<file path="src/rtl/alu_pkg.sv">
// Shared definitions for the multiplier-sharing arbiter.
//   state_t    : arbiter FSM states
//   MUL_W      : operand width of the shared 4x4 multiplier
//   REQ0, REQ1 : requester ids, also used as the round-robin pointer values
package alu_pkg;

    typedef enum logic [1:0] {
        IDLE = 2'd0,
        CALC = 2'd1,
        RESP = 2'd2
    } state_t;

    localparam int MUL_W = 4;

    localparam logic REQ0 = 1'b0;
    localparam logic REQ1 = 1'b1;

endpackage

</file>
<file path="src/rtl/bit4multiplier.sv">
// Combinational unsigned 4x4 multiplier with a full 8-bit result.
//   multiplicand     in  4 : operand a
//   multiplier_input in  4 : operand b
//   A_B              out 8 : a * b
module bit4multiplier (
    input  logic [3:0] multiplicand,
    input  logic [3:0] multiplier_input,
    output logic [7:0] A_B
);

    // Zero-extend before multiplying so the result keeps all 8 bits.
    assign A_B = {4'b0000, multiplicand} * {4'b0000, multiplier_input};

endmodule

</file>
<file path="src/rtl/mul_share_arbiter.sv">
// Shares one bit4multiplier between two requesters using valid/ready
// handshakes and round-robin arbitration. Each product is registered and
// returned on the owning requester's response channel.
//   clk, rst_n                  : clock, async active-low reset
//   reqX_valid/ready/a/b        : request channel of requester X
//   rspX_valid/ready/product    : response channel of requester X
//   busy                        : registered, high in CALC and RESP
//   op_count                    : completed responses, wraps
//
// state | meaning
// ------+-----------------------------------------------------------
// IDLE  | arbitrate, accept one request, latch operands and id
// CALC  | latched operands drive the multiplier, product registered
// RESP  | product offered to the latched requester until it is taken
module mul_share_arbiter
    import alu_pkg::*;
#(
    parameter int WIDTH = MUL_W,
    parameter int CNT_W = 8
) (
    input  logic               clk,
    input  logic               rst_n,
    input  logic               req0_valid,
    output logic               req0_ready,
    input  logic [WIDTH-1:0]   req0_a,
    input  logic [WIDTH-1:0]   req0_b,
    input  logic               req1_valid,
    output logic               req1_ready,
    input  logic [WIDTH-1:0]   req1_a,
    input  logic [WIDTH-1:0]   req1_b,
    output logic               rsp0_valid,
    input  logic               rsp0_ready,
    output logic [2*WIDTH-1:0] rsp0_product,
    output logic               rsp1_valid,
    input  logic               rsp1_ready,
    output logic [2*WIDTH-1:0] rsp1_product,
    output logic               busy,
    output logic [CNT_W-1:0]   op_count
);

    state_t             state;
    state_t             state_nxt;
    logic               last_served;
    logic               grant;
    logic               lat_id;
    logic [WIDTH-1:0]   lat_a;
    logic [WIDTH-1:0]   lat_b;
    logic [2*WIDTH-1:0] mul_out;
    logic [2*WIDTH-1:0] prod_q;
    logic               busy_q;
    logic [CNT_W-1:0]   count_q;
    logic               req_hs;
    logic               rsp_hs;

    bit4multiplier u_mul (
        .multiplicand     (lat_a),
        .multiplier_input (lat_b),
        .A_B              (mul_out)
    );

    // A lone valid wins outright; on a tie (or with nothing pending) the
    // grant points at whichever requester was not served last.
    always_comb begin
        grant = ~last_served;
        if (req0_valid && !req1_valid) begin
            grant = REQ0;
        end else if (req1_valid && !req0_valid) begin
            grant = REQ1;
        end
    end

    // rst_n is folded in so both readies are low while reset is held.
    assign req0_ready = (state == IDLE) && (grant == REQ0) && rst_n;
    assign req1_ready = (state == IDLE) && (grant == REQ1) && rst_n;
    assign req_hs     = (req0_valid && req0_ready) || (req1_valid && req1_ready);

    assign rsp0_valid   = (state == RESP) && (lat_id == REQ0);
    assign rsp1_valid   = (state == RESP) && (lat_id == REQ1);
    assign rsp0_product = rsp0_valid ? prod_q : '0;
    assign rsp1_product = rsp1_valid ? prod_q : '0;
    assign rsp_hs       = (rsp0_valid && rsp0_ready) || (rsp1_valid && rsp1_ready);

    assign busy     = busy_q;
    assign op_count = count_q;

    always_comb begin
        state_nxt = state;
        case (state)
            IDLE:    if (req_hs) state_nxt = CALC;
            CALC:    state_nxt = RESP;
            RESP:    if (rsp_hs) state_nxt = IDLE;
            default: state_nxt = IDLE;
        endcase
    end

    always_ff @(posedge clk or negedge rst_n) begin
        if (!rst_n) begin
            state       <= IDLE;
            last_served <= REQ1;
            lat_id      <= REQ0;
            lat_a       <= '0;
            lat_b       <= '0;
            prod_q      <= '0;
            busy_q      <= 1'b0;
            count_q     <= '0;
        end else begin
            state  <= state_nxt;
            // busy follows the state being entered, so it is high exactly
            // while the registered state is CALC or RESP.
            busy_q <= (state_nxt != IDLE);
            if (state == IDLE && req_hs) begin
                lat_id <= grant;
                lat_a  <= (grant == REQ1) ? req1_a : req0_a;
                lat_b  <= (grant == REQ1) ? req1_b : req0_b;
            end
            if (state == CALC) begin
                prod_q <= mul_out;
            end
            if (rsp_hs) begin
                last_served <= lat_id;
                count_q     <= count_q + CNT_W'(1);
            end
        end
    end

endmodule

</file>
<file path="config.mk">
export PLATFORM = sky130hd
export DESIGN_NAME = mul_share_arbiter
export DESIGN_NICKNAME = d
export VERILOG_FILES = /design/src/rtl/alu_pkg.sv /design/src/rtl/bit4multiplier.sv /design/src/rtl/mul_share_arbiter.sv
export SDC_FILE = /design/constraint.sdc
export NUM_CORES = 1
export LEC_CHECK = 0
export CAP_MARGIN = 0
export CORE_ASPECT_RATIO = 0.5
export CORE_MARGIN = 3
export CORE_UTILIZATION = 29
export DETAILED_ROUTE_END_ITERATION = 8
export GPL_ROUTABILITY_DRIVEN = 1
export PLACE_DENSITY = 0.57
export SLEW_MARGIN = 20
export SYNTH_ARGS = -nofsm -noshare
export SYNTH_HDL_FRONTEND = slang
export SYNTH_SLANG_ARGS = --single-unit
</file>
<file path="constraint.sdc">
create_clock -name clk -period 7 [get_ports clk]
set_input_delay 2.1 -clock clk [delete_from_list [all_inputs] [get_ports clk]]
set_output_delay 2.1 -clock clk [all_outputs]
set_load 0.005 [all_outputs]
</file>
* After elaboration in Yosys (flattened, before gate mapping)
Index checks and enable logic that the tools add are counted.
** Operators by class
- $add $sub $neg :: 1
- Multipliers :: 1
- Eq/ne operators :: 2
- Muxes and demuxes :: 9
- Bitwise gates (word level) :: 3
- Reductions and logical operators :: 19
** Operators by type and width (number)
- 8-bit 2-to-1 mux :: 2
- 1-bit logical AND :: 13
- 8-bit by 1-bit adder with 8-bit output, second input constant :: 1
- 4-bit by 4-bit multiplier with 8-bit output :: 1
- 4-bit 2-to-1 mux :: 2
- 2-bit case mux with 3 select lines :: 1
- 2-bit 2-to-1 mux :: 2
- 1-bit NOT :: 3
- 2-bit by 1-bit == test with 1-bit output, second input constant :: 1
- 2-bit == test, second input constant :: 1
- 1-bit logical NOT :: 2
- 2-bit logical NOT :: 1
- 1-bit logical OR :: 2
- 1-bit 2-to-1 mux :: 2
- 2-bit nonzero test :: 1
** Word-level totals
- Register bits after elaboration :: 29
- Input bits :: 22
- Output and inout port bits :: 29
- Logic and storage cells :: 43

* Longest topological paths before layout
Gate-level depths: netlist of run 1.
- Word-level depth :: 12
- Depth in mapped cells :: 8
- Mapped depth without buffers :: 8

* Cells and area by module
From an unflattened synthesis of run 1, not the netlist that was laid out.
** Unflattened totals
- Cell total of the unflattened synthesis :: 186
- Area, all modules :: 1945.6 µm²
** By module, submodules not included
- mul_share_arbiter :: times used 1, cells each 135, area an instance 1481.4 µm², seq. area each 726.9 µm²
- bit4multiplier :: times used 1, cells each 51, area an instance 464.2 µm², seq. area each 0.0 µm²

* Worst setup path after synthesis of run 1
Ideal clock, no wire load.
- Path type :: input -> output
- Start :: input req0_valid
- End :: output req0_ready
- Data arrival time :: 2.654 ns
- Required time :: 4.900 ns
- Path slack :: 2.246 ns
- Stages :: 3
- Path buffers :: 1
- Path through :: or2_1 buf_4 and3_2
** Between the ends
- Word-level cells in the longest chain between the ends :: 7
- Elaborated cells on any way between the ends :: 8
- Those cells by class :: mux (2); bitwise (1); reduce/logical (5)
** Ends and longest elaborated chain
- from (decl) :: line mul_share_arbiter.sv:23 : input logic req0_valid,
- 1-bit logical NOT :: line mul_share_arbiter.sv:67 : end else if (req1_valid && !req0_valid) begin
- 1-bit logical AND :: line mul_share_arbiter.sv:67
- 1-bit 2-to-1 mux :: line mul_share_arbiter.sv:67
- 1-bit 2-to-1 mux * :: line mul_share_arbiter.sv:65 : if (req0_valid && !req1_valid) begin
- 1-bit NOT * :: line mul_share_arbiter.sv:73 : assign req0_ready = (state == IDLE) && (grant == REQ0) && rst_n;
- 1-bit logical AND * (2 in series) :: line mul_share_arbiter.sv:73
- to (decl) :: line mul_share_arbiter.sv:24 : output logic req0_ready,
Mark *: on every way between the ends. The rest lies on a longest branch, timed or not.

* Worst setup path in the final report of run 1
Same ends and word-level chain as after synthesis.

==> qor.csv, run 1 <==
metric,value,unit
path_class,in2out,
worstHoldStart,op_count[7],
post-cts-setup-buffers,0,
core.rowCount,20,
antenna_cells,0,
crit_family,buffers and inverters,
hold_viol,0,
wl_per_cell,14.4,um
slowest_stage,clkdlybuf4s50_1,
vias,1624,
path_cells,clkdlybuf4s50_1 -> or2_1 -> and3_2 -> clkdlybuf4s50_1,
firstDrtPassIters,4,
overflow,0,
synth_ff_type,dfrtp_1,
worst_r2r_path_depth,8,
syn-num-nets,231,
slew-limit-headroom,60.3,%
place_inst,323,
clk_pin_slew,0.05,ns
syn_area,0.00199,mm^2
synth_seq_area_share,36.6,%
grt_setup_unrepaired,no,
die_area,0.00794,mm^2
setup_violations,0,
ff2ff_setup_slack,4.06,ns
min_path_cells,1,
fp.dieW,123,um
finalCriticalPeriod,6.04,ns
async_flop_share,100,%
grt_usage,12.5,%
cp.arrival,3.94,ns
drt_drc_violations_left,0,
clk_latency,0.28,ns
fin_total_pwr,0.00105,W
num-fill-cells,616,
yosysWarningCount,0,
power.leakage,1.19,nW
synthCells,192,
start_util,31.3,%
path_buf_inv,2,
worstPathMaxFanout,13,
yosysUniqueCellTypes,45,
tns,0,ns
fin_cells,331,
via_per_inst,4.91,
p_per_area,386,mW/mm^2
synth-edff-count,0,
cts.htree.levels,2,
nets,281,
synth_seq_cells,29,
areaGrowthSynthToFinish,37.3,%
place.port_buffers,50,
cp-end-kind,primary output,
r2r_end,prod_q[7],
cts_sinks,29,
fmax,166,MHz
grt_pass1_vias,1608,
cts_max_path_buffers,2,
cpMostUsedCell,clkdlybuf4s50_1,
status,"finished, final reports clean",
place.gp.congestion,0.766,
finalCritPeriodShare,86.2,%
hpwl,3.70,mm
chipHeight,64.5,um
vdd_drop_max,129,uV
r2r_start,lat_b[2],
required,4.90,ns
tritoncts,built,
root_buffer,clkbuf_16,
cts_hold_buffers,0,
drv_slew,0,
ctsResizeCount,0,
slowest_delay,0.74,ns
startpoint_type,primary input,
core,0.00636,mm^2
max_slew.worst_pin.slew,0.593,ns
hold_class,reg2reg,
whs_endpoint,op_count[7],
syn_area_per_cell,10.3,um^2
grt_max_degree,31,
drt_iter0_markers,82,
cts_buffers,5,
drive_above_1_share,11.5,%
antenna_found_initial,0,
cap_viol_max_count,0,
ant_nets,0,
pin_count,51,
wl,4.77,mm
fin_skew,0.00383,ns
grt_pass1_wl,7.86,mm
==> state kept, by name, summed over array words and instances (netlist names) <==
name,count
lat_a,4
prod_q,8
last_served,1
lat_id,1
lat_b,4
op_count,8
busy,1
state,2
==> area by class of cell <==
class                   count  area, um^2  share of cell area [%]
flip-flops and latches     29         727                    26.6
clock inverters             2        37.5                    1.38
repair buffers             51         508                    18.6
multi-input cells         147        1180                    43.1
well taps                  88         110                    4.03
inverters                   8        30.0                    1.10
clock buffers               6         139                    5.09
==> power by group <==
| group | internal [W] | switching (W) | total (W) |
|---|---|---|---|
| combinational | 0.000247 | 0.000223 | 0.000471 |
| clock | 0.000177 | 0.0000775 | 0.000255 |
| sequential | 0.000241 | 0.0000861 | 0.000327 |
| total | 0.000665 | 0.000387 | 0.00105 |
==> Yosys cell counts, types with 2 or more instances <==
master / number / share of area (%)
nand3_1: 3 / 0.76
nor4bb_1: 2 / 1.0
a21oi_1: 6 / 1.5
nor3b_2: 2 / 1.3
nor2_1: 3 / 0.57
buf_6: 2 / 1.1
xor2_1: 6 / 2.6
ha_1: 13 / 8.2
nand2_1: 19 / 3.6
and2_1: 28 / 8.8
o2111ai_1: 2 / 0.88
clkbuf_1: 2 / 0.38
xnor2_1: 2 / 0.88
fa_1: 4 / 4.0
a21boi_0: 8 / 3.0
o2bb2ai_1: 2 / 0.88
nand2b_1: 2 / 0.63
a32o_1: 8 / 4.0
o211ai_1: 2 / 0.76
mux2_2: 9 / 5.1
and4bb_2: 2 / 1.3
dfrtp_1: 28 / 35
or4_1: 2 / 0.76
nand3b_1: 2 / 0.76
o21ai_0: 2 / 0.50
buf_2: 3 / 0.76
nor3_1: 3 / 0.76
inv_1: 8 / 1.5
==> worst reg2reg max path: stages (launching register included) <==
cell	delay, ns
dfrtp_1	0.44
nand2_1	0.11
fa_1	0.52
inv_1	0.06
fa_1	0.52
ha_1	0.33
a211oi_1	0.40
nor3_1	0.08
or3_1	0.35
==> placed cells by master (no fill, tap or decap), drive strengths merged, types with 4 or more instances in the layout <==
| master | Yosys | layout |
|---|---|---|
| a21boi | 8 | 8 |
| a21oi | 6 | 6 |
| a32o | 8 | 8 |
| and2 | 28 | 28 |
| clkbuf | 2 | 6 |
| clkdlybuf4s50 | 0 | 50 |
| dfrtp | 28 | 28 |
| fa | 4 | 4 |
| ha | 13 | 13 |
| inv | 8 | 8 |
| mux2 | 9 | 9 |
| nand2 | 19 | 19 |
| nor2 | 4 | 4 |
| xor2 | 6 | 6 |
==> kinds of logic after synthesis <==
group / synth area share, %
flip-flops: 36.6
buffers and inverters: 4.16
adder cells (fa/ha/maj): 12.2
XOR/XNOR: 3.53
AO/OA/AOI/OAI: 14.9
multiplexers: 5.60
AND/OR/NAND/NOR: 23.0
==> routing by layer <==
| metal | share of wire, % | wire length [um] | up-vias | track usage [%] |
|---|---|---|---|---|
| li1 | - | - | 788 | - |
| met1 | 49 | 2340 | 802 | 16.6 |
| met2 | 46 | 2210 | 29 | 20.0 |
| met3 | 3.7 | 178 | 5 | 2.96 |
| met4 | 1.0 | 50 | 0 | 4.41 |
| met5 | 0 | 0 | - | 0 |
==> through the flow <==
step / hold slack (ns) / util (%) / setup slack [ns] / area, um^2
3_5_place_dp: 0.461 / 40.2 / 0.992 / 2550
3_3_place_gp: 0.468 / 40.2 / 1.03 / 2550
4_1_cts: 0.479 / 42.9 / 0.986 / 2730
6_report: 0.471 / 42.9 / 0.965 / 2730
2_1_floorplan: 0.444 / - / 2.25 / 1990
5_1_grt: 0.505 / 42.9 / 0.878 / 2730
==> how the worst max path moves through the flow <==
| stage | to | slack (ns) | cells past startpoint | startpoint |
|---|---|---|---|---|
| detailed placement | req0_ready | 0.99 | 4 | req0_valid |
| global placement | req0_ready | 1.03 | 4 | req0_valid |
| global route | req0_ready | 0.88 | 4 | req0_valid |
| CTS | req0_ready | 0.99 | 4 | req0_valid |
| floorplan | req0_ready | 2.25 | 3 | req0_valid |
| finish | req0_ready | 0.96 | 4 | req0_valid |
Power figures use the tool's default switching activity.
==> run 2, diff against run 1 <==
--- a/config.mk
+++ b/config.mk
@@ -11,6 +11,7 @@
 export CORE_UTILIZATION = 29
 export DETAILED_ROUTE_END_ITERATION = 8
 export GPL_ROUTABILITY_DRIVEN = 1
+export GPL_TIMING_DRIVEN = 0
 export PLACE_DENSITY = 0.57
 export SLEW_MARGIN = 20
 export SYNTH_ARGS = -nofsm -noshare
==> run 2 against run 1 <==
Largest power group unchanged. First-iteration DRC count fell by 43%. Sequential power fell by 6%. Setup slack improved by 0.14 ns. Wire length rose by 3.0%. Fmax rose by 2.3%. Combinational power rose by 7.6%. Via count rose by 1.4%. Largest cell class unchanged. Critical path type unchanged. Total power rose by 0.63%. Clock skew rose by 0.0011 ns. Design area rose by 1.0%.
==> qor.csv, run 2 (same netlist as run 1, synthesis figures left out) <==
metric,value,unit,change
slew-limit-headroom,53.2,%,-7.0 points
holdWs,0.476,ns,+0.00526 ns
cts.htree.levels,2,,unchanged
drt_drc_violations_left,0,,unchanged
grt_max_degree,32,,+3.2%
ff2ff_setup_slack,4.04,ns,-0.02 ns
pwr-share-seq,29.2,%,-1.9 points
grt_setup_unrepaired,no,,
antenna_cells,0,,unchanged
overflow,0,,unchanged
clk_latency,0.28,ns,about the same
vias,1647,,+1.4%
finalCriticalPeriod,5.90,ns,-0.137 ns
startpoint_type,primary input,,
drive_above_1_share,13.2,%,+1.7 points
r2r_start,lat_b[2],,
place.gp.congestion,0.796,,+3.9%
chipHeight,64.5,um,unchanged
intPower,0.000667,W,+0.24%
core,0.00636,mm^2,unchanged
die_area,0.00794,mm^2,unchanged
cp.depth,4,,unchanged
cts_buffers,5,,unchanged
path_cells,buf_2 -> nor3b_2 -> and3_2 -> clkdlybuf4s50_1,,
switchingPower,0.000392,W,+1.3%
crit_family,buffers and inverters,,
regArea,727,um^2,unchanged
p_per_area,384,mW/mm^2,-0.37%
most-common-layout-cells,"clkdlybuf4s50_1, and2_1, dfrtp_1",,
place_ws,1.05,ns,+0.0575 ns
areaGrowthSynthToFinish,38.7,%,
clk_pin_slew,0.05,ns,about the same
r2r_end,prod_q[7],,
root_buffer,clkbuf_16,,
wl_per_cell,14.5,um,+0.84%
worstPathMaxFanout,31,,+18
cts_max_path_buffers,2,,unchanged
start_util,31.3,%,unchanged
hold_viol,0,,unchanged
ant_nets,0,,unchanged
tritoncts,built,,
power.leakage,1.22,nW,+2.1%
finalCritPeriodShare,84.3,%,-2.0 points
grt_pass1_wl,8.29,mm,+5.5%
antenna_found_initial,0,,unchanged
hpwl,3.77,mm,+1.9%
cts_sinks,29,,unchanged
via_per_inst,4.87,,-0.68%
place.port_buffers,50,,unchanged
slowest_delay,0.55,ns,-0.19 ns
setup_violations,0,,unchanged
firstDrtPassIters,4,,unchanged
drt_iter0_markers,47,,-43%
ctsResizeCount,0,,unchanged
p_sw_share,37.0,%,+0.25 points
tns,0,ns,unchanged
max_slew.worst_pin.slew,0.701,ns,+0.108 ns
pin_count,51,,unchanged
path_buf_inv,2,,unchanged
drv_slew,0,,unchanged
multi_input_area,0.00118,mm^2,unchanged
cap_viol_max_count,0,,unchanged
core.rowCount,20,,unchanged
crit_end,req0_ready,,
hold_class,reg2reg,,
wl,4.92,mm,+3.0%
p_clk_share,22.9,%,-1.3 points
fp.dieW,123,um,unchanged
combinationalPowerShare,47.9,%,+3.2 points
worst_r2r_path_depth,8,,unchanged
slowest_stage,buf_2,,
vdd_drop_max,122,uV,-5.4%
cp-end-kind,primary output,,
grt_pass1_vias,1711,,+6.4%
nets,288,,+2.5%
grt_usage,13.1,%,+0.54 points
status,"finished, final reports clean",,
fmax,170,MHz,+2.3%
post-cts-setup-buffers,0,,unchanged
crit_start,rst_n,,
fin_skew,0.00495,ns,+0.00112 ns
final_common_cell,clkdlybuf4s50_1,,
cts_hold_buffers,0,,unchanged
fin_ws,1.10,ns,+0.137 ns
cp.arrival,3.80,ns,-0.14 ns
path_class,in2out,,
required,4.90,ns,about the same
num-fill-cells,630,,+2.3%
[run 2: power by group through the flow]
stage | logic (W) | registers [W] | clock network, W
2_1_floorplan | 0.000340 | 0.000292 | 0
3_3_place_gp | 0.000497 | 0.000307 | 0
4_1_cts | 0.000514 | 0.000310 | 0.000247
6_report | 0.000507 | 0.000309 | 0.000243
3_5_place_dp | 0.000509 | 0.000312 | 0
5_1_grt | 0.000573 | 0.000322 | 0.000254
[run 2: worst min path at each step]
stage                      from           to  slack (ns)  cells past startpoint
global route        op_count[7]  op_count[7]        0.50                      1
finish              op_count[7]  op_count[7]        0.48                      1
CTS                 op_count[7]  op_count[7]        0.48                      1
detailed placement  op_count[7]  op_count[7]        0.46                      1
floorplan             prod_q[0]    prod_q[0]        0.44                      2
global placement      prod_q[0]    prod_q[0]        0.46                      2
[run 2: layer usage]
layer	share of wire [%]	global-route usage, %	wire length, um	vias to the layer above
li1	-	-	-	800
met1	48	16.9	2350	814
met2	48	22.0	2360	28
met3	3.4	2.70	169	5
met4	0.85	4.14	42	0
met5	0	0	0	-
[run 2: through the flow]
stage / power [W] / util, % / cell area [um^2] / cells
2_1_floorplan: 0.000632 / - / 1990 / 192
3_3_place_gp: 0.000805 / 40.9 / 2600 / 330
3_5_place_dp: 0.000822 / 40.8 / 2590 / 330
4_1_cts: 0.00107 / 43.4 / 2760 / 338
5_1_grt: 0.00115 / 43.4 / 2760 / 338
6_report: 0.00106 / 43.4 / 2760 / 338
[run 2: layout make-up]
type	count	share of cell area (%)
buffer	8	1.91
clock buffer	6	4.68
clock inverter	2	1.27
inverter	8	1.09
multi-input combinational	147	42.7
sequential	29	26.4
tap	88	3.99
timing repair buffer	50	18.0
==> run 3, diff against run 2 <==
==> constraint.sdc (replaced) <==
create_clock -name clk -period 5.6 [get_ports clk]
set_input_delay 1.68 -clock clk [delete_from_list [all_inputs] [get_ports clk]]
set_output_delay 1.68 -clock clk [all_outputs]
set_load 0.005 [all_outputs]
==> results of run 3 <==
Same layout as run 2 (identical final DEF). Status: finished, final reports clean.
Main changes from that run: setup slack after placement 1.05 ns -> 0.489 ns; setup slack after layout 1.10 ns -> 0.542 ns; register-to-register setup slack 4.04 ns -> 2.64 ns; total power 0.00106 W -> 0.00132 W; worst IR drop on VDD 122 uV -> 152 uV
